[config.mk]
export PLATFORM = sky130hd
export DESIGN_NAME = diag_clear_sequencer
export DESIGN_NICKNAME = d
export VERILOG_FILES = /design/src/rtl/diag_clear_sequencer.sv
export SDC_FILE = /design/constraint.sdc
export NUM_CORES = 1
export LEC_CHECK = 0
export CAP_MARGIN = 20
export CORE_AREA = 8 8 125 127
export DETAILED_ROUTE_END_ITERATION = 8
export DIE_AREA = 0 0 133 135
export PLACE_DENSITY = 0.75
export SKIP_CTS_REPAIR_TIMING = 1
export SLEW_MARGIN = 10
export SYNTH_ARGS = -nofsm -noshare
export SYNTH_HDL_FRONTEND = slang
export SYNTH_SLANG_ARGS = --single-unit
[constraint.sdc]
create_clock -name clk -period 4.8 [get_ports clk]
set_input_delay 0.72 -clock clk [delete_from_list [all_inputs] [get_ports clk]]
set_output_delay 0.72 -clock clk [all_outputs]
set_load 0.005 [all_outputs]
[src/rtl/diag_clear_sequencer.sv]
// Row-serial diagonal-clear engine: accepts a W x H bit matrix, rewrites one row per
// clock (clearing bit (r,r) unless the diagonal is kept), then presents the result.
module diag_clear_sequencer #(
   parameter int W     = 8,
   parameter int H     = 8,
   parameter int CNT_W = 16,
   localparam int RW   = (W > 1) ? $clog2(W) : 1
) (
   input  logic             clk,
   input  logic             rst,
   input  logic             in_valid,
   output logic             in_ready,
   input  logic [W*H-1:0]   in_data,
   input  logic             in_keep_diag,
   output logic             out_valid,
   input  logic             out_ready,
   output logic [W*H-1:0]   out_data,
   output logic             busy,
   output logic [RW-1:0]    row_idx,
   output logic [CNT_W-1:0] frames_done
);

   typedef enum logic [1:0] {IDLE, RUN, DONE} state_t;

   state_t           state, state_nx;
   logic [W*H-1:0]   src;
   logic [W*H-1:0]   res;
   logic             mode;
   logic             last_row;

   // Copy one row, dropping its diagonal bit; rows with r >= H never match any column.
   function automatic logic [H-1:0] clear_diag(input logic [H-1:0] row, input int r,
                                                input logic keep);
      logic [H-1:0] m;
      m = row;
      for (int j = 0; j < H; j++) begin
         if (!keep && (j == r)) m[j] = 1'b0;
      end
      return m;
   endfunction

   assign last_row = (row_idx == RW'(W - 1));

   always_ff @(posedge clk or posedge rst) begin
      if (rst) begin
         state       <= IDLE;
         src         <= '0;
         res         <= '0;
         mode        <= 1'b0;
         row_idx     <= '0;
         frames_done <= '0;
      end else begin
         state <= state_nx;
         case (state)
            IDLE: begin
               if (in_valid) begin
                  src     <= in_data;
                  mode    <= in_keep_diag;
                  row_idx <= '0;
               end
            end
            RUN: begin
               for (int i = 0; i < W; i++) begin
                  if (row_idx == RW'(i))
                     res[i*H +: H] <= clear_diag(src[i*H +: H], i, mode);
               end
               if (last_row) row_idx <= '0;
               else          row_idx <= row_idx + RW'(1);
            end
            DONE: begin
               if (out_ready) frames_done <= frames_done + CNT_W'(1);
            end
            default: ;
         endcase
      end
   end

   always_comb begin
      state_nx  = state;
      in_ready  = 1'b0;
      out_valid = 1'b0;
      busy      = 1'b0;
      out_data  = res;
      case (state)
         IDLE: begin
            in_ready = 1'b1;
            if (in_valid) state_nx = RUN;
         end
         RUN: begin
            busy = 1'b1;
            if (last_row) state_nx = DONE;
         end
         DONE: begin
            busy      = 1'b1;
            out_valid = 1'b1;
            if (out_ready) state_nx = IDLE;
         end
         default: state_nx = IDLE;
      endcase
   end

endmodule

After elaboration in Yosys (flattened, before gate mapping)

Index checks and enable logic that the tools add are counted.

Bits in registers: 150
Latch bits: 0
RAM bits: 0
Bits in read-only memories: 0
Bits of input ports: 69
Output and inout bits: 86
Word-level logic and storage cells: 61
Memories kept: 0

$add $sub $neg: 2
Multiply operators: 0
Div/mod/pow operators: 0
Magnitude comparators: 0
Equality and inequality tests: 12
Shift operators: 0
Multiplexer cells: 18
Bitwise logic cells: 0
Reduce and logical (&&, ||, !) cells: 16

Operators by type and width:

| cell                    | number |
|---|---|
| $reduce_and A2 Y1       | 11 |
| $add A16 B1 Y16 const B | 1 |
| $eq A3 B3 Y1 const B    | 4 |
| $mux W1                 | 11 |
| $eq A3 B2 Y1 const B    | 2 |
| $mux W2                 | 3 |
| $mux W3                 | 2 |
| $ne A2 B2 Y1 const B    | 3 |
| $pmux W2 S3             | 1 |
| $pmux W3 S2             | 1 |
| $add A3 B1 Y3 const B   | 1 |
| $eq A3 B1 Y1 const B    | 1 |
| $logic_not A3 Y1        | 1 |
| $reduce_and A3 Y1       | 1 |
| $eq A2 B1 Y1 const B    | 1 |
| $eq A2 B2 Y1 const B    | 1 |
| $logic_not A2 Y1        | 1 |
| $reduce_bool A2 Y1      | 1 |
| $reduce_or A2 Y1        | 1 |

Longest topological paths before layout

Depth in word-level cells: 3
Depth in mapped cells: 6
Mapped depth without buffers: 6

Worst setup path before layout

OpenSTA, ideal clock, no wires.

Path kind: in2reg
From: input in_valid
To: register src[0]
Library setup time: 125 ps
Arrival: 1651 ps
Required time: 4675 ps
Path slack: 3024 ps
Stages on the path: 4
Path buffers: 2
Cell sequence: nand2_1 > clkbuf_1 > buf_2 > mux2_2

Longest elaborated chain between the ends: 1

RTL lines:

| what                        | line | source |
|---|---|---|
| from (decl)                 | 11   | `input logic in_valid,` |
| $reduce_and A2 Y1 (no line) | -    |  |
| to (signal assigned)        | 57   | `src <= in_data;` |
| to (decl)                   | 26   | `logic [W*H-1:0] src;` |

Every way passes these cells.
A chain may end at the register's enable or synchronous reset.

Worst setup path after layout

From: register state[0]
To: output out_valid

Longest elaborated chain between the ends: 2

RTL lines:

| what                   | line | source |
|---|---|---|
| from (decl)            | 25   | `state_t state, state_nx;` |
| from (signal assigned) | 53   | `state <= state_nx;` |
| $eq A2 B2 Y1           | 84   | `case (state)` |
| $mux W1                | 84   |  |
| to (decl)              | 15   | `output logic out_valid,` |

Every way passes these cells.

==> flow_summary.yaml <==
run_status:
  outcome: "completed"
clock_network:
  cts_tree: "built"
  clock-sinks: 150
  cts_max_path_buffers: 2
  h-tree-depth: 4
  numCtsBuffers: 17
  clkLatencyLatePin_ns: 0.40
  clk_pin_slew_worst_paths_ns: 0.06
  cts-root-buf: "clkbuf_16"
setup_path:
  cp-end-kind: "output port"
  critPathKind: "reg -> out"
  crit_required_ns: 4.08
  r2r-start: "state[0]"
  startpoint: "state[0]"
  ff2ff_path_depth: 5
  start_kind: "flip-flop"
  crit_chain: "inv_1, ha_1, clkdlybuf4s50_1"
  r2r_slack_ns: 2.71
  crit_fanout: 5
  critical-path-max-stage-delay_ns: 0.55
  slowest_stage: "clkdlybuf4s50_1"
  cp.arrival_ns: 1.73
sta:
  final_max_slew_viol_count: 0
  rsz0062_at_grt: "no"
  relSlewSlack: 0.408
  hold_violations: 0
  max_freq_ghz: 0.409
  fin_skew_ns: 0.00669
  tightest_slew_ns: 0.888
  setup_tns_ns: 0
  min_period_over_period: 0.510
  min_period_ns: 2.45
  setup_violations: 0
job:
  drv_cap: 0
layout:
  area_growth_pct: 40.4
  nets: 636
  post-route-util: 0.601
  diodes: 0
  drive_gt1_frac: 0.281
  num-fill-cells: 1076
grt:
  grt_pass1_wl_mm: 21.1
  antenna_found_initial: 0
  grt_pass1_vias: 4093
  grt-ovfl-total: 0
  grt_max_degree: 88
  track_usage: 0.148
power_and_ir_drop:
  ir_drop_v: 0.000323
  p_leak_nw: 3.64
  power_density_nw_per_um2: 594
drt:
  wl_mm: 12.8
  ant_nets: 0
  vias: 3605
  via_per_inst: 4.81
  drc: 0
  wl_per_cell_um: 17.1
  drt_first_pass_iters: 4
  drtIter0Drc: 129
die:
  die_y_um: 135
  die_x_um: 133
  die-area_sq_um: 18000
  std_cell_rows: 43
  initial_core_util: 0.428
  io_pins: 155
  coreArea_sq_um: 13600
synth:
  synth_seq_area_share: 0.644
  ys_warn_count: 0
  synth_seq_cells: 150
  synth_nets: 470
  synth_area_sq_um: 5830
  avgSynthCellArea_sq_um: 14.9
  synth_cell_type_count: 26
  synth_cells: 391
worst_hold_path:
  whs_path_depth: 1
  hp-start: "frames_done[15]"
  hold_class: "reg -> reg"
placed_design:
  globalplace.congestion: 0.762
  io_buffers: 154
  dp.final_hpwl_mm: 9.25
stage by stage:
stage / instances / setup WS [ns] / hold slack, ns / total power (W) / cell area (sq um)
after floorplan: 391 / 0.0436 / 0.465 / 0.00281 / 5830
after global routing: 750 / 2.23 / 0.498 / 0.00516 / 8180
final: 750 / 2.35 / 0.479 / 0.00486 / 8180
after global placement: 718 / 2.31 / 0.460 / 0.00349 / 7580
after CTS: 750 / 2.32 / 0.482 / 0.00494 / 8180
after detailed placement: 718 / 2.27 / 0.474 / 0.00358 / 7580
power breakdown:
group	switching (W)	total (W)	internal [W]
logic	0.000501	0.00145	0.000953
registers	0.000294	0.00207	0.00178
clock network	0.000502	0.00134	0.000834
total	0.00130	0.00486	0.00356
layout make-up:
cell class | count | area (sq um) | area share
sequential | 150 | 3750 | 0.459
multi-input combinational | 221 | 1990 | 0.244
timing repair buffer | 157 | 1560 | 0.191
clock buffer | 21 | 450 | 0.0551
tap | 180 | 225 | 0.0275
clock inverter | 11 | 149 | 0.0182
inverter | 10 | 42.5 | 0.00520
metal layers:
layer,wire length (um),global-route usage,share of wire,vias to the layer above
li1,-,-,-,1681
met2,6560,0.252,0.51,99
met4,180,0.0524,0.014,0
met1,5240,0.169,0.41,1810
met3,834,0.0539,0.065,15
met5,0,0,0,-
cells by family (layout without fill, tap and decap cells):
logic type,count (synthesis),in the layout,synth area share
mux,123,123,0.238
compound gates,15,15,0.0146
xor+xnor,15,15,0.0226
flops,150,150,0.644
fa+ha+maj,10,10,0.0215
simple gates,58,58,0.0451
buf+inv,20,199,0.0142
critical path: cells and delay by family, from the launching register on:
family	cells	cell delay (ns)
fa+ha+maj	1	0.27
flops	1	0.40
buf+inv	2	0.65
cells in the final DEF, fill, tap and decap left out:
cell             instances
and3_1                   2
clkdlybuf4s50_1        154
a21oi_1                  2
nand3_1                  6
clkinv_4                 1
xnor2_1                  7
or2_2                    1
nor2b_1                  1
o31ai_1                  1
inv_6                    3
buf_4                    3
or4_4                    1
a22oi_1                  1
a32o_1                   1
clkbuf_8                 1
nor3_1                   1
clkinvlp_4               3
mux2_2                 123
ha_1                    10
bufinv_16                3
clkinv_2                 2
nor2_1                   7
nand2_1                 33
nand4_1                  2
nand2b_1                 1
clkbuf_16               17
o21ai_0                 10
nand4_2                  1
inv_1                    9
dfrtp_1                150
nor4_1                   1
xor2_1                   8
clkbuf_1                 3
nand2_2                  1
flip-flops by register name (all words and copies together) (netlist names):
signal,flops
out_data,64
src,64
state,2
frames_done,16
row_idx,3
mode,1
cell usage after synthesis:
library cell / instances / area [sq um]
a21oi_1: 2 / 10.0
a22oi_1: 1 / 7.51
a32o_1: 1 / 10.0
and3_1: 2 / 12.5
buf_1: 1 / 3.75
buf_2: 6 / 30.0
clkbuf_1: 3 / 11.3
dfrtp_1: 150 / 3750
ha_1: 10 / 125
inv_1: 10 / 37.5
mux2_2: 123 / 1390
nand2_1: 34 / 128
nand2b_1: 1 / 6.26
nand3_1: 6 / 30.0
nand4_1: 2 / 12.5
nand4_2: 1 / 12.5
nor2_1: 7 / 26.3
nor2b_1: 1 / 6.26
nor3_1: 1 / 5.00
nor4_1: 1 / 6.26
o21ai_0: 10 / 50.1
o31ai_1: 1 / 7.51
or2_2: 1 / 6.26
or4_4: 1 / 11.3
xnor2_1: 7 / 61.3
xor2_1: 8 / 70.1
worst paths after layout:
| path | end |
|---|---|
| max | out_valid |
| min | frames_done[15] |
| max reg2reg | src[4] |
| min reg2reg | frames_done[15] |
| max in group asynchronous | src[59] |
| min in group asynchronous | src[17] |
(Power assumes the default switching activity.)
